==> config.mk <==
export PLATFORM = sky130hd
export DESIGN_NAME = hex_display_scanner
export DESIGN_NICKNAME = d
export VERILOG_FILES = /design/src/rtl/hex_display_pkg.sv /design/src/rtl/hex_display_scanner_scan_timer.sv /design/src/rtl/hex_display_scanner.sv
export SDC_FILE = /design/constraint.sdc
export NUM_CORES = 1
export LEC_CHECK = 0
export ABC_AREA = 1
export ABC_CLOCK_PERIOD_IN_PS = 4550
export CORE_MARGIN = 1.5
export CORE_UTILIZATION = 40
export CTS_BUF_LIST = sky130_fd_sc_hd__clkbuf_4 sky130_fd_sc_hd__clkbuf_8 sky130_fd_sc_hd__clkbuf_16
export DETAILED_ROUTE_END_ITERATION = 16
export SLEW_MARGIN = 20
export SYNTH_ARGS = -nofsm -noshare
export SYNTH_HDL_FRONTEND = slang
export SYNTH_SLANG_ARGS = --single-unit
export TNS_END_PERCENT = 1
==> constraint.sdc <==
create_clock -name clk -period 4.55 [get_ports clk]
set_clock_uncertainty 0.1 [all_clocks]
set_input_delay 0.91 -clock clk [delete_from_list [all_inputs] [get_ports clk]]
set_output_delay 0.91 -clock clk [all_outputs]
set_load 0.01 [all_outputs]
==> src/rtl/hex_display_pkg.sv <==
// Shared types and helpers for the multiplexed hex display scanner.
package hex_display_pkg;

    localparam int NIBBLE_W   = 4;
    localparam int MAX_DIGITS = 16;

    typedef enum logic {
        S_BLANK,
        S_SHOW
    } scan_state_e;

    // Bit i is set when digit i and every digit above it are zero; digit 0 is never flagged.
    function automatic logic [MAX_DIGITS-1:0] lz_mask(
        input logic [NIBBLE_W*MAX_DIGITS-1:0] digits,
        input int                             num_digits
    );
        logic upper_zero;
        lz_mask    = '0;
        upper_zero = 1'b1;
        for (int i = MAX_DIGITS - 1; i >= 1; i--) begin
            if (i < num_digits) begin
                upper_zero = upper_zero && (digits[NIBBLE_W*i +: NIBBLE_W] == '0);
                lz_mask[i] = upper_zero;
            end
        end
    endfunction

endpackage

==> src/rtl/hex_display_scanner_scan_timer.sv <==
// Slot/digit timebase for the scanner; publishes the position entered at the next edge
// so the owner can register its outputs in step with the counters.
module scan_timer #(
    parameter int PRESCALE     = 50000,
    parameter int NUM_DIGITS   = 4,
    parameter int BLANK_CYCLES = 16
) (
    input  logic                          clk,
    input  logic                          reset,
    output logic [$clog2(PRESCALE)-1:0]   next_slot,
    output logic [$clog2(NUM_DIGITS)-1:0] next_idx,
    output logic                          slot_wrap,
    output logic                          frame_wrap,
    output logic                          in_blank
);
    localparam int CNT_W = $clog2(PRESCALE);
    localparam int IDX_W = $clog2(NUM_DIGITS);
    localparam logic [CNT_W-1:0] LAST_SLOT = CNT_W'(PRESCALE - 1);
    localparam logic [IDX_W-1:0] LAST_IDX  = IDX_W'(NUM_DIGITS - 1);

    logic [CNT_W-1:0] slot_cnt;
    logic [IDX_W-1:0] digit_idx;
    logic             active;

    // NOTE: combinational blocks assign every output first so no path can infer a latch.
    always_comb begin
        slot_wrap  = active && (slot_cnt == LAST_SLOT);
        frame_wrap = slot_wrap && (digit_idx == LAST_IDX);
        next_slot  = slot_cnt;
        next_idx   = digit_idx;
        if (slot_wrap) begin
            next_slot = '0;
            next_idx  = (digit_idx == LAST_IDX) ? '0 : digit_idx + 1'b1;
        end else if (active) begin
            next_slot = slot_cnt + 1'b1;
        end
        in_blank = next_slot < CNT_W'(BLANK_CYCLES);
    end

    // The first edge after reset enters slot 0 without advancing, so the counters line up with the outputs.
    // NOTE: sequential state uses non-blocking assignments so every register samples pre-edge values.
    always_ff @(posedge clk) begin
        if (reset) begin
            slot_cnt  <= '0;
            digit_idx <= '0;
            active    <= 1'b0;
        end else begin
            slot_cnt  <= next_slot;
            digit_idx <= next_idx;
            active    <= 1'b1;
        end
    end

endmodule

==> src/rtl/hex_display_scanner.sv <==
// Time-multiplexed N-digit hex scanner with dead-time blanking, frame-synchronous value
// updates and optional leading-zero suppression.
module hex_display_scanner
    import hex_display_pkg::*;
#(
    parameter int NUM_DIGITS   = 4,
    parameter int PRESCALE     = 50000,
    parameter int BLANK_CYCLES = 16
) (
    input  logic                           clk,
    input  logic                           reset,
    input  logic [NIBBLE_W*NUM_DIGITS-1:0] value,
    input  logic                           load,
    input  logic                           lz_suppress,
    output logic [NIBBLE_W-1:0]            nibble,
    output logic [NUM_DIGITS-1:0]          digit_an_n,
    output logic                           blank,
    output logic                           frame_tick
);
    localparam int W     = NIBBLE_W * NUM_DIGITS;
    localparam int CNT_W = $clog2(PRESCALE);
    localparam int IDX_W = $clog2(NUM_DIGITS);

    logic [CNT_W-1:0]             next_slot;
    logic [IDX_W-1:0]             next_idx;
    logic                         slot_wrap, frame_wrap, in_blank;
    logic [W-1:0]                 shadow, staging, shadow_next;
    logic                         pending;
    scan_state_e                  state, state_next;
    logic [NIBBLE_W*MAX_DIGITS-1:0] digits_ext;
    logic [MAX_DIGITS-1:0]        lz_bits, idx_onehot;
    logic                         suppress_next;
    logic [NUM_DIGITS-1:0]        an_next;

    scan_timer #(
        .PRESCALE     (PRESCALE),
        .NUM_DIGITS   (NUM_DIGITS),
        .BLANK_CYCLES (BLANK_CYCLES)
    ) u_timer (
        .clk        (clk),
        .reset      (reset),
        .next_slot  (next_slot),
        .next_idx   (next_idx),
        .slot_wrap  (slot_wrap),
        .frame_wrap (frame_wrap),
        .in_blank   (in_blank)
    );

    // A load on the boundary cycle bypasses staging so it shows in the very next frame.
    always_comb begin
        shadow_next = shadow;
        if (frame_wrap) begin
            if (load)         shadow_next = value;
            else if (pending) shadow_next = staging;
        end
    end

    always_ff @(posedge clk) begin
        if (reset) begin
            shadow  <= '0;
            staging <= '0;
            pending <= 1'b0;
        end else begin
            shadow <= shadow_next;
            if (load) staging <= value;
            if (frame_wrap)  pending <= 1'b0;
            else if (load)   pending <= 1'b1;
        end
    end

    always_ff @(posedge clk) begin
        if (reset) state <= S_BLANK;
        else       state <= state_next;
    end

    always_comb begin
        state_next = state;
        case (state)
            S_BLANK: if (!in_blank) state_next = S_SHOW;
            S_SHOW:  if (slot_wrap) state_next = S_BLANK;
            default: state_next = S_BLANK;
        endcase
    end

    always_comb begin
        digits_ext            = '0;
        digits_ext[W-1:0]     = shadow_next;
        lz_bits               = lz_mask(digits_ext, NUM_DIGITS);
        idx_onehot            = MAX_DIGITS'(1) << next_idx;
        suppress_next         = lz_suppress && |(lz_bits & idx_onehot);
        an_next               = '1;
        if (state_next == S_SHOW && !suppress_next) an_next[next_idx] = 1'b0;
    end

    // Outputs are registered from the position being entered, so they align with the counters.
    always_ff @(posedge clk) begin
        if (reset) begin
            nibble     <= '0;
            digit_an_n <= '1;
            blank      <= 1'b1;
            frame_tick <= 1'b0;
        end else begin
            nibble     <= shadow_next[NIBBLE_W*next_idx +: NIBBLE_W];
            digit_an_n <= an_next;
            blank      <= &an_next;
            frame_tick <= (next_slot == '0) && (next_idx == '0);
        end
    end

endmodule
* Word level (Yosys, flattened, before mapping)
Index checks and enable logic that the tools add are counted.
Storage, ports and cells: register bits 63, latch bits 0, memory bits (writable) 0, memory bits (read-only) 0, output and inout bits 10, word-level logic and storage cells 54, memories 0
Operators by class: $add $sub $neg 2, multipliers 0, divide/modulo/power cells 0, order comparisons 3, equality and inequality tests 2, shift-type cells 2, multiplexer cells 14, bitwise gates (word level) 3, reduce and logical (&&, ||, !) cells 17
Operators with widths (number):
- 16-bit two-way mux | 5
- 16-bit by 1-bit adder with 16-bit output (second input constant) | 1
- 4-bit by 16-bit AND with 16-bit output | 1
- 16-bit == test (second input constant) | 1
- 16-bit logical NOT | 1
- 16-bit by 5-bit less-than comparator with 1-bit output (second input constant) | 1
- 16-bit OR reduction | 1
- 16-bit by 5-bit indexed part select with 4-bit output | 1
- 1-bit by 2-bit left shift with 16-bit output (first input constant) | 1
- 4-bit logical NOT | 3
- 1-bit logical AND | 8
- 1-bit two-way mux | 4
- 2-bit two-way mux | 2
- 4-bit two-way mux | 1
- 4-bit inverter | 1
- 4-bit AND reduction | 1
- 2-bit by 3-bit less-than comparator with 1-bit output (second input constant) | 1
- 2-bit by 1-bit adder with 2-bit output (second input constant) | 1
- 1-bit demux with 2-bit select | 1
- 2-bit == test (second input constant) | 1
- 2-bit by 1-bit greater-or-equal comparator with 1-bit output (second input constant) | 1
- 2-bit logical NOT | 1
- 1-bit case mux with 2 select lines | 1
- 2-bit OR reduction | 1
- other kinds (2) | 2

* Logic depth before layout (Yosys ltp)
Gate-level depths: netlist of run 1.
depth after elaboration 14, depth in mapped cells 16

* Hierarchy
Synthesis of run 1 repeated with hierarchy kept, for this count alone.
Second synthesis, totals: cell total of the unflattened synthesis 433, area total of the unflattened synthesis 2980.4 µm²
By module, submodules not included:
- hex_display_scanner | instances 1, cells each 246, area an instance 1821.7 µm²
- scan_timer | instances 1, cells each 187, area an instance 1158.6 µm²

* Worst setup path before layout of run 1
OpenSTA, ideal clock, no wires.
path type input port to flip-flop, start input port load, end register digit_an_n[3], library setup time 122 ps, arrival 1872 ps, path slack 2456 ps, cell stages on the path 11, path buffers 1, path through inv_1 clkbuf_1 nand2_1 nand2_1 nand4_1 nand2_1 nor2_1 nand2_1 nand2_1 nand3_2 nand3_1
Between the ends: word-level cells in the longest chain between the ends 11, elaborated cells between the ends (all ways) 13, those cells by class mux (3); bitwise (1); reduce/logical (9)
RTL lines:
- start, declared | RTL line hex_display_scanner.sv:13 | input logic load,
- 16-bit two-way mux (*) | RTL line hex_display_scanner.sv:53 | if (load) shadow_next = value;
- 16-bit two-way mux (*) | RTL line hex_display_scanner.sv:52 | if (frame_wrap) begin
- 4-bit logical NOT | RTL line hex_display_pkg.sv:22 | upper_zero = upper_zero && (digits[NIBBLE_W*i +: NIBBLE_W] == '0);
- 1-bit logical AND (2 in series) | RTL line hex_display_pkg.sv:22
- 4-bit by 16-bit AND with 16-bit output (*) | RTL line hex_display_scanner.sv:90 | suppress_next = lz_suppress && |(lz_bits & idx_onehot);
- 16-bit OR reduction (*) | RTL line hex_display_scanner.sv:90
- 1-bit logical AND (*) | RTL line hex_display_scanner.sv:90
- 1-bit logical NOT (*) | RTL line hex_display_scanner.sv:92 | if (state_next == S_SHOW && !suppress_next) an_next[next_idx] = 1'b0;
- 1-bit logical AND (*) | RTL line hex_display_scanner.sv:92
- 4-bit two-way mux (*) | RTL line hex_display_scanner.sv:92
- end signal, assigned | RTL line hex_display_scanner.sv:104 | digit_an_n <= an_next;
- end, declared | RTL line hex_display_scanner.sv:16 | output logic [NUM_DIGITS-1:0] digit_an_n,
Every way passes the cells marked *; elsewhere a longest branch is shown, timed or not. A chain may end at the register's enable or synchronous reset.

* Worst setup path in the final report of run 1
start input port load, end register digit_an_n[1]
Same word-level chain as after synthesis.

==> metrics.log, run 1 <==
INFO  metric reg2reg_setup_slack = 1850 ps
INFO  metric core_area = 7890 um2
INFO  metric die_w = roughly 94 um
INFO  metric critPathCaptureType = flip-flop
INFO  metric synth_area = ~3300 um2
INFO  metric detailed_route_iter0_violations = approximately 130
INFO  metric final_max_slew_viol_count = 0
INFO  metric flow.area_growth_from_synthesis = 15.8%
INFO  metric total_leakage_power = between 1.5 and 2 nW
INFO  metric power.density_cell_area = between 300 and 400 nW/um2
INFO  metric placementRows = 32
INFO  metric yosysUniqueCellTypes = 36
INFO  metric antenna_found_initial = 0
INFO  metric critical_path.most_common_cell = nand2_1
INFO  metric hold_class = reg -> reg
INFO  metric final_min_period_over_clock_period = 0.633
INFO  metric cpLargestDelayFamily = buffers and inverters
INFO  metric timing.final.ws_setup = ~1700 ps
INFO  metric grt_use_total = 0.207
INFO  metric clock_insertion_delay_worst_skew = around 340 ps
INFO  metric seq_area_frac_synth = 0.381
INFO  metric yosys-top-cells-area = dfxtp_1, nand2_1, nor2_1
INFO  metric synthCells = 505
INFO  metric pin_count = 30
INFO  metric drc_errors = 0
INFO  metric routed_wl = roughly 8000 um
INFO  metric grt_setup_unrepaired = no
INFO  metric min_period = 2880 ps
INFO  metric finalSetupViolCount = 0
INFO  metric synthMostInstantiatedCell = nand2_1
INFO  metric synth.top_cell.area_share = 0.381
INFO  metric critical_path.max_fanout = 22
INFO  metric finalSetupTns = 0 ps
INFO  metric ys_warn_count = 0
INFO  metric worstPathRequired = 4680 ps
INFO  metric clock_sinks = 63
INFO  metric timing.critical_path.cells = clkdlybuf4s50_1, buf_4, inv_1, nand2_1, nand2_1, nand2_1, nand2_1, nand4_1, nand2_1, nor2_2, nand2_1, nand2_1, nand3_2, nand3_1
INFO  metric drive_gt1_frac = 0.113
INFO  metric place_hpwl = around 5700 um
INFO  metric drtPass1Iterations = 4
INFO  metric cts_max_level = 3
INFO  metric critPathBufInv = 3
INFO  metric worst_voltage_drop_across_the_vdd_grid = around 0.22 mV
INFO  metric cts_tree = yes
INFO  metric timing.setup.critical_path_class = in -> reg
INFO  metric grt-ovfl-total = 0
INFO  metric antenna-diode-count = 0
INFO  metric status = completed
INFO  metric first_global_vias = roughly 3000
INFO  metric slowest_stage = inv_1
INFO  metric cts-buffers-inserted = 9
INFO  metric ys.flop_type = dfxtp_1
INFO  metric cts_post_setup_buffers_inserted = 0
INFO  metric synth_edf_count = 0
INFO  metric clock_tree.buffer_depth = 2
INFO  metric postSynth.asyncResetShare = 0
INFO  metric avgSynthCellArea = about 6.6 um2
INFO  metric initial_util = 0.420
INFO  metric worst_ep_arrival_time = around 3000 ps
INFO  metric slew_headroom = 0.434
INFO  metric route.vias.total = slightly above 3000
INFO  metric leading_post_synthesis_cells_by_instance_count = nand2_1, dfxtp_1, nor2_1
INFO  metric startpoint_type = primary input
INFO  metric fmax = around 350 MHz
INFO  metric portBuffers = 29
INFO  metric synth-seq-cells = 63
INFO  metric cts-root-buf = clkbuf_8
INFO  metric chipHeight = ~94 um
INFO  metric ant_nets_after_route = 0
INFO  metric final_net_count = between 500 and 600
INFO  metric fp.dieArea = approximately 9000 um2
INFO  metric cpPeakStageDelay = approximately 500 ps
INFO  metric clk_pin_slew_worst_paths = about 70 ps
INFO  metric gp_congestion = between 0.8 and 0.9
INFO  metric max_cap_violations = 0
INFO  metric postCtsResizedCells = 0
INFO  metric dp_slack = around 1300 ps
INFO  metric wire_length_of_the_first_global_routing_pass = approximately 14000 um
INFO  metric grt_start_max_net_pins = 42
INFO  metric detail_route.vias_per_cell = just under 5
INFO  metric netlist.top_cell.by_area = dfxtp_1
INFO  metric postSynthNetCount = around 530
INFO  metric cts-hold-fix-buffers = 0
INFO  metric layout.core_utilization = 0.486
INFO  metric wl_per_cell = 12.6 um
INFO  metric worst_pin_slew = approximately 850 ps
INFO  metric number_of_hold_violations_in_the_final_report = 0
==> report_power, final <==
| part | internal (mW) | switching (mW) |
|---|---|---|
| registers | 0.563 | 0.0114 |
| clock network | 0.325 | 0.213 |
| logic | 0.0323 | 0.0396 |
==> through the flow <==
stage                     hold slack [ps]  total power, mW  cells  area, um2
final                                 363             1.18    634       3830
after global routing                  377             1.24    634       3830
after CTS                             365             1.20    634       3830
after detailed placement              355            0.659    619       3620
after global placement                350            0.658    619       3620
after floorplan                       341            0.630    505       3310
==> layout by cell type, fill, tap and decap left out, types with 2 or more instances in the layout <==
cell	n
dfxtp_1	63
a41oi_1	3
clkinv_2	3
nor2_2	11
nand3_1	22
ha_1	2
xor2_1	5
nand4_1	12
nand2_2	15
inv_1	50
o21ai_0	6
nor3_1	5
or2_2	4
nor2_4	3
o21ai_1	2
nand2_1	179
a21oi_1	23
clkdlybuf4s50_1	28
mux2i_1	3
buf_4	2
clkbuf_8	10
bufinv_16	2
nor2_1	63
inv_2	4
==> layout make-up <==
cell class / instances / area, um2
Tap cell: 102 / 128
Sequential cell: 63 / 1260
Fill cell: 815 / 4050
Clock buffer: 11 / 145
Inverter: 55 / 208
Multi-Input combinational cell: 368 / 1720
Timing Repair Buffer: 31 / 300
Clock inverter: 4 / 70.1
==> sequential cells by signal, summed over array words and instances, names as in the netlist, 2 cells and up <==
name,flops
shadow,16
staging,16
u_timer.slot_cnt,16
digit_an_n,4
nibble,4
u_timer.digit_idx,2
==> layer usage <==
layer	GRT usage	vias up	wire length, um
li1	-	1622	-
met5	0	-	0
met1	0.253	1384	3820
met2	0.347	62	3670
met4	0.0659	0	127
met3	0.0631	14	354
==> worst register-to-register path: stages, from the launching register on <==
cell	delay, ps
dfxtp_1	880
nand2_2	120
inv_2	80
nand2_2	60
nor2_4	140
nand2_2	200
nand2_1	110
nand2_1	110
nor2_2	380
nor2_1	80
nand2_1	100
nor2_2	50
nand3_2	90
nand3_1	90
==> path summary, 6_finish.rpt <==
kind	cells past startpoint	to	from
worst max-delay path	14	digit_an_n[1]	load
worst min-delay path	2	staging[13]	staging[13]
worst max register to register	13	digit_an_n[1]	u_timer.active
worst min register to register	2	staging[13]	staging[13]
==> kinds of logic (layout without fill, tap and decap cells) <==
kind of cell	after synthesis	after routing	synth area share
and+or+nand+nor	317	317	0.420
buffers and inverters	74	101	0.0986
DFF	63	63	0.381
AOI/OAI and AO/OA	41	41	0.0711
xor gates and xnor gates	5	5	0.0132
muxes	3	3	0.00907
adders and majority gates	2	2	0.00756
No activity file was read; power rests on OpenSTA's default activity.
==> run 2: changes to the inputs <==
--- a/config.mk
+++ b/config.mk
@@ -6,7 +6,7 @@
 export NUM_CORES = 1
 export LEC_CHECK = 0
 export ABC_AREA = 1
-export ABC_CLOCK_PERIOD_IN_PS = 4550
+export ABC_CLOCK_PERIOD_IN_PS = 2900
 export CORE_MARGIN = 1.5
 export CORE_UTILIZATION = 40
 export CTS_BUF_LIST = sky130_fd_sc_hd__clkbuf_4 sky130_fd_sc_hd__clkbuf_8 sky130_fd_sc_hd__clkbuf_16
==> constraint.sdc (replaced) <==
create_clock -name clk -period 2.9 [get_ports clk]
set_clock_uncertainty 0.1 [all_clocks]
set_input_delay 0.58 -clock clk [delete_from_list [all_inputs] [get_ports clk]]
set_output_delay 0.58 -clock clk [all_outputs]
set_load 0.01 [all_outputs]
==> metrics.log, run 2 (synthesis results as in run 1) <==
INFO  metric layout.core_utilization = 0.494 (was 0.486)
INFO  metric fmax = 421 MHz
INFO  metric cts_tree = yes (unchanged)
INFO  metric largest_registers = shadow x16, staging x16, u_timer.slot_cnt x16 (unchanged)
INFO  metric place_hpwl = 5820 um (was 5660 um)
INFO  metric finalSetupViolCount = 0 (unchanged)
INFO  metric slowest_stage = dfxtp_1 (was inv_1)
INFO  metric cts_post_setup_buffers_inserted = 0 (unchanged)
INFO  metric hold_class = reg -> reg (unchanged)
INFO  metric timing.critical_path.cells = ha_1, inv_1, nor2_1, nand2_1, nor2_4, nand2_2, nand2_1, nand2_1, nor2_2, nor2_1, nand2_1, nor2_2, nand3_2, nand3_1 (was clkdlybuf4s50_1, buf_4, inv_1, nand2_1, nand2_1, nand2_1, nand2_1, nand4_1, nand2_1, nor2_2, nand2_1, nand2_1, nand3_2, nand3_1)
INFO  metric grt_start_max_net_pins = 40 (was 42)
INFO  metric final.fill_count = 798 (was 815)
INFO  metric initial_util = 0.420 (unchanged)
INFO  metric totalPowerFinal = 1.90 mW (was 1.18 mW)
INFO  metric core_area = 7890 um2 (unchanged)
INFO  metric final_max_slew_viol_count = 0 (unchanged)
INFO  metric detail_route.vias_per_cell = 4.81 (was 4.86)
INFO  metric min_period = 2370 ps
INFO  metric timing.final.ws_setup = 525 ps (was 1670 ps)
INFO  metric finalSetupTns = 0 ps (unchanged)
INFO  metric first_global_vias = 2927 (was 3075)
INFO  metric final_cell_mix = nand2_1, nor2_1, dfxtp_1, inv_1, clkdlybuf4s50_1 (unchanged)
INFO  metric routed_wl = 8010 um (was 7970 um)
INFO  metric total_leakage_power = 1.80 nW (was 1.78 nW)
INFO  metric placementRows = 32 (unchanged)
INFO  metric detailed_route_iter0_violations = 157 (was 125)
INFO  metric postCtsResizedCells = 0 (unchanged)
INFO  metric worst_pin_slew = 733 ps (was 846 ps)
INFO  metric cts_max_level = 3 (unchanged)
INFO  metric worst_voltage_drop_across_the_vdd_grid = 0.243 mV (was 0.225 mV)
INFO  metric critical_path.max_fanout = 12 (was 22)
INFO  metric drive_gt1_frac = 0.123 (was 0.113)
INFO  metric status = completed (unchanged)
INFO  metric cpPeakStageDelay = 370 ps (was 500 ps)
INFO  metric cts-buffers-inserted = 9 (unchanged)
INFO  metric wire_length_of_the_first_global_routing_pass = 14000 um (was 14100 um)
INFO  metric layout.cells.most_common = nand2_1 (unchanged)
INFO  metric antenna_found_initial = 0 (unchanged)
INFO  metric fp.dieArea = 8830 um2 (unchanged)
INFO  metric wl_per_cell = 12.5 um (was 12.6 um)
INFO  metric power.density_cell_area = 488 nW/um2 (was 309 nW/um2)
INFO  metric clk_pin_slew_worst_paths = 80 ps (was 70 ps)
INFO  metric slew_headroom = 0.511 (was 0.434)
INFO  metric drtPass1Iterations = 4 (unchanged)
INFO  metric chipHeight = 94.0 um (unchanged)
INFO  metric clock_sinks = 63 (unchanged)
INFO  metric pin_count = 30 (unchanged)
INFO  metric cts-root-buf = clkbuf_8 (unchanged)
INFO  metric critPathBufInv = 1 (was 3)
INFO  metric cts-hold-fix-buffers = 0 (unchanged)
INFO  metric timing.setup.critical_path_class = reg -> reg (was in -> reg)
INFO  metric final_min_period_over_clock_period = 0.819
INFO  metric critical_path.most_common_cell = nand2_1 (unchanged)
INFO  metric dp_slack = 454 ps (was 1350 ps)
INFO  metric drc_errors = 0 (unchanged)
INFO  metric max_cap_violations = 0 (unchanged)
INFO  metric cpLargestDelayFamily = simple AND/OR/NAND/NOR gates (was buffers and inverters)
INFO  metric startpoint_type = flip-flop (was primary input)
INFO  metric clock_insertion_delay_worst_skew = 340 ps (about the same)
INFO  metric critPathCaptureType = flip-flop (unchanged)
INFO  metric portBuffers = 29 (unchanged)
INFO  metric route.vias.total = 3076 (was 3082)
INFO  metric final_net_count = 555 (was 550)
INFO  metric worst_ep_arrival_time = 2500 ps (was 3010 ps)
INFO  metric grt_use_total = 0.205 (was 0.207)
INFO  metric grt_setup_unrepaired = no (unchanged)
INFO  metric antenna-diode-count = 0 (unchanged)
INFO  metric flow.area_growth_from_synthesis = 17.8% (was 15.8%)
INFO  metric worstPathRequired = 3030 ps (was 4680 ps)
INFO  metric gp_congestion = 0.901 (was 0.898)
INFO  metric grt-ovfl-total = 0 (unchanged)
INFO  metric die_w = 94.0 um (unchanged)
INFO  metric number_of_hold_violations_in_the_final_report = 0 (unchanged)
INFO  metric ant_nets_after_route = 0 (unchanged)
INFO  metric clock_tree.buffer_depth = 2 (unchanged)
==> run 2: changes by cell type in the layout (fill, tap and decap cells not counted) <==
cell        previous run  this run
clkinv_2               3         1
buf_12                 0         1
clkbuf_4               1         0
clkinvlp_4             0         2
buf_4                  2         6
inv_6                  0         1
clkinv_4               0         1
==> run 2: worst paths after layout <==
check	startpoint	end	slack (ps)	cells after the start
worst max register to register	u_timer.slot_cnt[0]	digit_an_n[2]	530	14
worst min register to register	staging[8]	staging[8]	370	2
worst min-delay path	staging[8]	staging[8]	370	2
worst max-delay path	u_timer.slot_cnt[0]	digit_an_n[2]	530	14
==> run 2: cell type report <==
| type | instances | area [um2] | share of cell area |
|---|---|---|---|
| inverter | 55 | 208 | 0.0533 |
| clock inverter | 6 | 92.6 | 0.0237 |
| timing repair buffer | 36 | 350 | 0.0898 |
| sequential | 63 | 1260 | 0.323 |
| tap | 102 | 128 | 0.0327 |
| multi-input combinational | 368 | 1720 | 0.442 |
| clock buffer | 10 | 138 | 0.0353 |
==> run 2: power by group <==
part | internal [mW] | switching, mW | leakage [nW]
Clock | 0.512 | 0.372 | 0.109
Sequential | 0.883 | 0.0125 | 0.512
Combinational | 0.0555 | 0.0691 | 1.18
==> run 2: per-layer routing <==
layer / share of wire / vias up / track usage
li1: - / 1630 / -
met3: 0.054 / 11 / 0.0542
met2: 0.46 / 63 / 0.334
met4: 0.014 / 0 / 0.0572
met5: 0 / - / 0
met1: 0.48 / 1372 / 0.267
==> run 2: metrics by stage <==
stage	std cells	instance area (um2)	hold WS [ps]
5_1_grt	640	3900	388
3_3_place_gp	624	3670	352
6_report	640	3900	365
3_5_place_dp	624	3670	356
2_1_floorplan	505	3310	341
4_1_cts	640	3900	368
==> run 2: tightest hold or removal path, cell delays in order, from the launching register on <==
cell,delay (ps)
dfxtp_1,310
nand2_1,60
a21oi_1,50
==> run 3: changes to the inputs <==
--- a/config.mk
+++ b/config.mk
@@ -6,7 +6,7 @@
 export NUM_CORES = 1
 export LEC_CHECK = 0
 export ABC_AREA = 1
-export ABC_CLOCK_PERIOD_IN_PS = 2900
+export ABC_CLOCK_PERIOD_IN_PS = 2350
 export CORE_MARGIN = 1.5
 export CORE_UTILIZATION = 40
 export CTS_BUF_LIST = sky130_fd_sc_hd__clkbuf_4 sky130_fd_sc_hd__clkbuf_8 sky130_fd_sc_hd__clkbuf_16
==> constraint.sdc (replaced) <==
create_clock -name clk -period 2.35 [get_ports clk]
set_clock_uncertainty 0.1 [all_clocks]
set_input_delay 0.47 -clock clk [delete_from_list [all_inputs] [get_ports clk]]
set_output_delay 0.47 -clock clk [all_outputs]
set_load 0.01 [all_outputs]
==> metrics.log, run 3 (synthesis results as in run 1) <==
INFO  metric startpoint_type = flip-flop (unchanged)
INFO  metric initial_util = 0.420 (unchanged)
INFO  metric total_leakage_power = 1.87 nW (was 1.80 nW)
INFO  metric worst_setup_path_startpoint = u_timer.slot_cnt[1] (was u_timer.slot_cnt[0])
INFO  metric clk_pin_slew_worst_paths = 70 ps (was 80 ps)
INFO  metric cpLargestDelayFamily = simple AND/OR/NAND/NOR gates (unchanged)
INFO  metric ant_nets_after_route = 0 (unchanged)
INFO  metric timing.setup.critical_path_class = reg -> reg (unchanged)
INFO  metric routed_wl = 8010 um (about the same)
INFO  metric cpPeakStageDelay = 350 ps (was 370 ps)
INFO  metric portBuffers = 29 (unchanged)
INFO  metric first_global_vias = 2938 (was 2927)
INFO  metric clock_sinks = 63 (unchanged)
INFO  metric die_w = 94.0 um (unchanged)
INFO  metric timing.critical_path.to = nibble[2] (was digit_an_n[2])
INFO  metric route.vias.total = 3101 (was 3076)
INFO  metric reg2reg_setup_slack = 210 ps (was 530 ps)
INFO  metric critical_path.reg2reg.startpoint = u_timer.slot_cnt[1] (was u_timer.slot_cnt[0])
INFO  metric final.fill_count = 811 (was 798)
INFO  metric max_cap_violations = 0 (unchanged)
INFO  metric chipHeight = 94.0 um (unchanged)
INFO  metric final_min_period_over_clock_period = 0.910 (was 0.819)
INFO  metric clock_insertion_delay_worst_skew = 340 ps (about the same)
INFO  metric critical_path.max_fanout = 11 (was 12)
INFO  metric worst_pin_slew = 394 ps (was 733 ps)
INFO  metric timing.final.ws_setup = 213 ps (was 525 ps)
INFO  metric finalSetupTns = 0 ps (unchanged)
INFO  metric grt_start_max_net_pins = 24 (was 40)
INFO  metric final-instance-count-excl-fill = 647 (was 640)
INFO  metric fin_worst_hold_slack = 358 ps (was 365 ps)
INFO  metric placementRows = 32 (unchanged)
INFO  metric final_max_slew_viol_count = 0 (unchanged)
INFO  metric worst_ep_arrival_time = 2270 ps (was 2500 ps)
INFO  metric totalPowerFinal = 2.41 mW (was 1.90 mW)
INFO  metric power_report.internal_total = 1.89 mW (was 1.45 mW)
INFO  metric cts_tree = yes (unchanged)
INFO  metric detail_route.vias_per_cell = 4.79 (was 4.81)
INFO  metric dp_slack = -5.21 ps (was 454 ps)
INFO  metric worstPathRequired = 2480 ps (was 3030 ps)
INFO  metric core_area = 7890 um2 (unchanged)
INFO  metric power.sequential.fraction = 0.458 (was 0.471)
INFO  metric timing.critical_path.cells = ha_1, inv_1, nor2_1, nand2_1, nor2_4, nand2_4, buf_4, clkinv_2, nand3_4, nand2_1, o21ai_1, nand2_1, o21ai_1, nor2_1, nor2_1 (was ha_1, inv_1, nor2_1, nand2_1, nor2_4, nand2_2, nand2_1, nand2_1, nor2_2, nor2_1, nand2_1, nor2_2, nand3_2, nand3_1)
INFO  metric clock_tree.buffer_depth = 2 (unchanged)
INFO  metric wl_per_cell = 12.4 um (was 12.5 um)
INFO  metric cts_post_setup_buffers_inserted = 0 (unchanged)
INFO  metric cts-hold-fix-buffers = 0 (unchanged)
INFO  metric power.density_cell_area = 604 nW/um2 (was 488 nW/um2)
INFO  metric critPathCaptureType = flip-flop (unchanged)
INFO  metric layout.core_utilization = 0.506 (was 0.494)
INFO  metric finalSetupViolCount = 0 (unchanged)
INFO  metric cts_max_level = 3 (unchanged)
INFO  metric grt_setup_unrepaired = yes (was no)
INFO  metric layout.cells.most_common = nand2_1 (unchanged)
INFO  metric flow.area_growth_from_synthesis = 20.4% (was 17.8%)
INFO  metric final_net_count = 563 (was 555)
INFO  metric fin_area = 3990 um2 (was 3900 um2)
INFO  metric dp.cells = 632 (was 624)
INFO  metric antenna_found_initial = 0 (unchanged)
INFO  metric final_cell_mix = nand2_1, dfxtp_1, nor2_1, inv_1, clkdlybuf4s50_1 (was nand2_1, nor2_1, dfxtp_1, inv_1, clkdlybuf4s50_1)
INFO  metric grt_use_total = 0.203 (was 0.205)
INFO  metric gp_congestion = 0.871 (was 0.901)
INFO  metric status = completed (unchanged)
INFO  metric critical_path_depth = 15 (was 14)
INFO  metric fmax = 468 MHz (was 421 MHz)
INFO  metric fp.dieArea = 8830 um2 (unchanged)
INFO  metric slowest_stage = dfxtp_1 (unchanged)
INFO  metric grt-ovfl-total = 0 (unchanged)
INFO  metric drtPass1Iterations = 4 (unchanged)
INFO  metric hold_path.startpoint = staging[9] (was staging[8])
INFO  metric number_of_hold_violations_in_the_final_report = 0 (unchanged)
INFO  metric cts-root-buf = clkbuf_8 (unchanged)
INFO  metric worst_voltage_drop_across_the_vdd_grid = 0.351 mV (was 0.243 mV)
INFO  metric r2r.worst_path.cells = 15 (was 14)
INFO  metric drive_gt1_frac = 0.138 (was 0.123)
INFO  metric slew_headroom = 0.737 (was 0.511)
INFO  metric combPwrFrac = 0.069 (was 0.065)
INFO  metric wire_length_of_the_first_global_routing_pass = 13700 um (was 14000 um)
INFO  metric netSwitchingPower = 0.520 mW (was 0.453 mW)
INFO  metric pin_count = 30 (unchanged)
INFO  metric cts-buffers-inserted = 9 (unchanged)
INFO  metric rr_endpoint = nibble[2] (was digit_an_n[2])
INFO  metric drc_errors = 0 (unchanged)
INFO  metric placed_area = 3740 um2 (was 3670 um2)
INFO  metric critPathBufInv = 3 (was 1)
INFO  metric antenna-diode-count = 0 (unchanged)
INFO  metric hold_class = reg -> reg (unchanged)
INFO  metric detailed_route_iter0_violations = 128 (was 157)
INFO  metric sw_frac_of_total = 0.216 (was 0.238)
INFO  metric min_period = 2140 ps (was 2370 ps)
INFO  metric place_hpwl = 5850 um (was 5820 um)
INFO  metric power.clock.fraction = 0.473 (was 0.464)
INFO  metric largest_registers = shadow x16, staging x16, u_timer.slot_cnt x16 (unchanged)
## run 3: cell types whose count changed in the layout (fill, tap and decap cells not counted), sizes merged
cell and change:
clkbuf +1, buf +8, bufinv +1, clkinvlp -2
inv -1
## run 3: how the worst min path moves through the flow
stage | to | slack (ps) | cells after the start
finish | staging[9] | 360 | 2
global placement | staging[12] | 350 | 2
detailed placement | staging[10] | 350 | 2
CTS | staging[9] | 360 | 2
floorplan | staging[14] | 340 | 2
global route | staging[9] | 380 | 2
## run 3: what timing repair did
action | 4_1_cts | 5_1_grt
setup endpoints to repair | 1 | 11
pin swaps | 0 | 0
resized for setup | 1 | 4
endpoints found under the hold margin | 0 | 0
## run 3: power groups by stage
stage               registers (mW)  clock network, mW  logic, mW
floorplan                     1.12                  0     0.0956
detailed placement            1.13                  0      0.168
global placement              1.13                  0      0.166
global route                  1.11               1.22      0.186
CTS                           1.10               1.17      0.169
finish                        1.10               1.14      0.167
## run 3: tightest hold or removal path, stage by stage (launching register included)
cell	delay, ps
dfxtp_1	310
nand2_1	60
a21oi_1	50
## run 3: layer usage
metal | routed length, um | up-vias | global-route usage | share of wire
met1 | 3790 | 1385 | 0.255 | 0.47
met2 | 3700 | 66 | 0.333 | 0.46
li1 | - | 1638 | - | -
met5 | 0 | - | 0 | 0
met3 | 409 | 12 | 0.0583 | 0.051
met4 | 113 | 0 | 0.0647 | 0.014
## run 3: area by class of cell
| type | count | area, um2 | area share |
|---|---|---|---|
| multi-input combinational | 368 | 1730 | 0.435 |
| sequential | 63 | 1260 | 0.316 |
| inverter | 55 | 208 | 0.0521 |
| timing repair buffer | 44 | 423 | 0.106 |
| clock buffer | 11 | 139 | 0.0348 |
| clock inverter | 4 | 95.1 | 0.0238 |
| tap | 102 | 128 | 0.0320 |
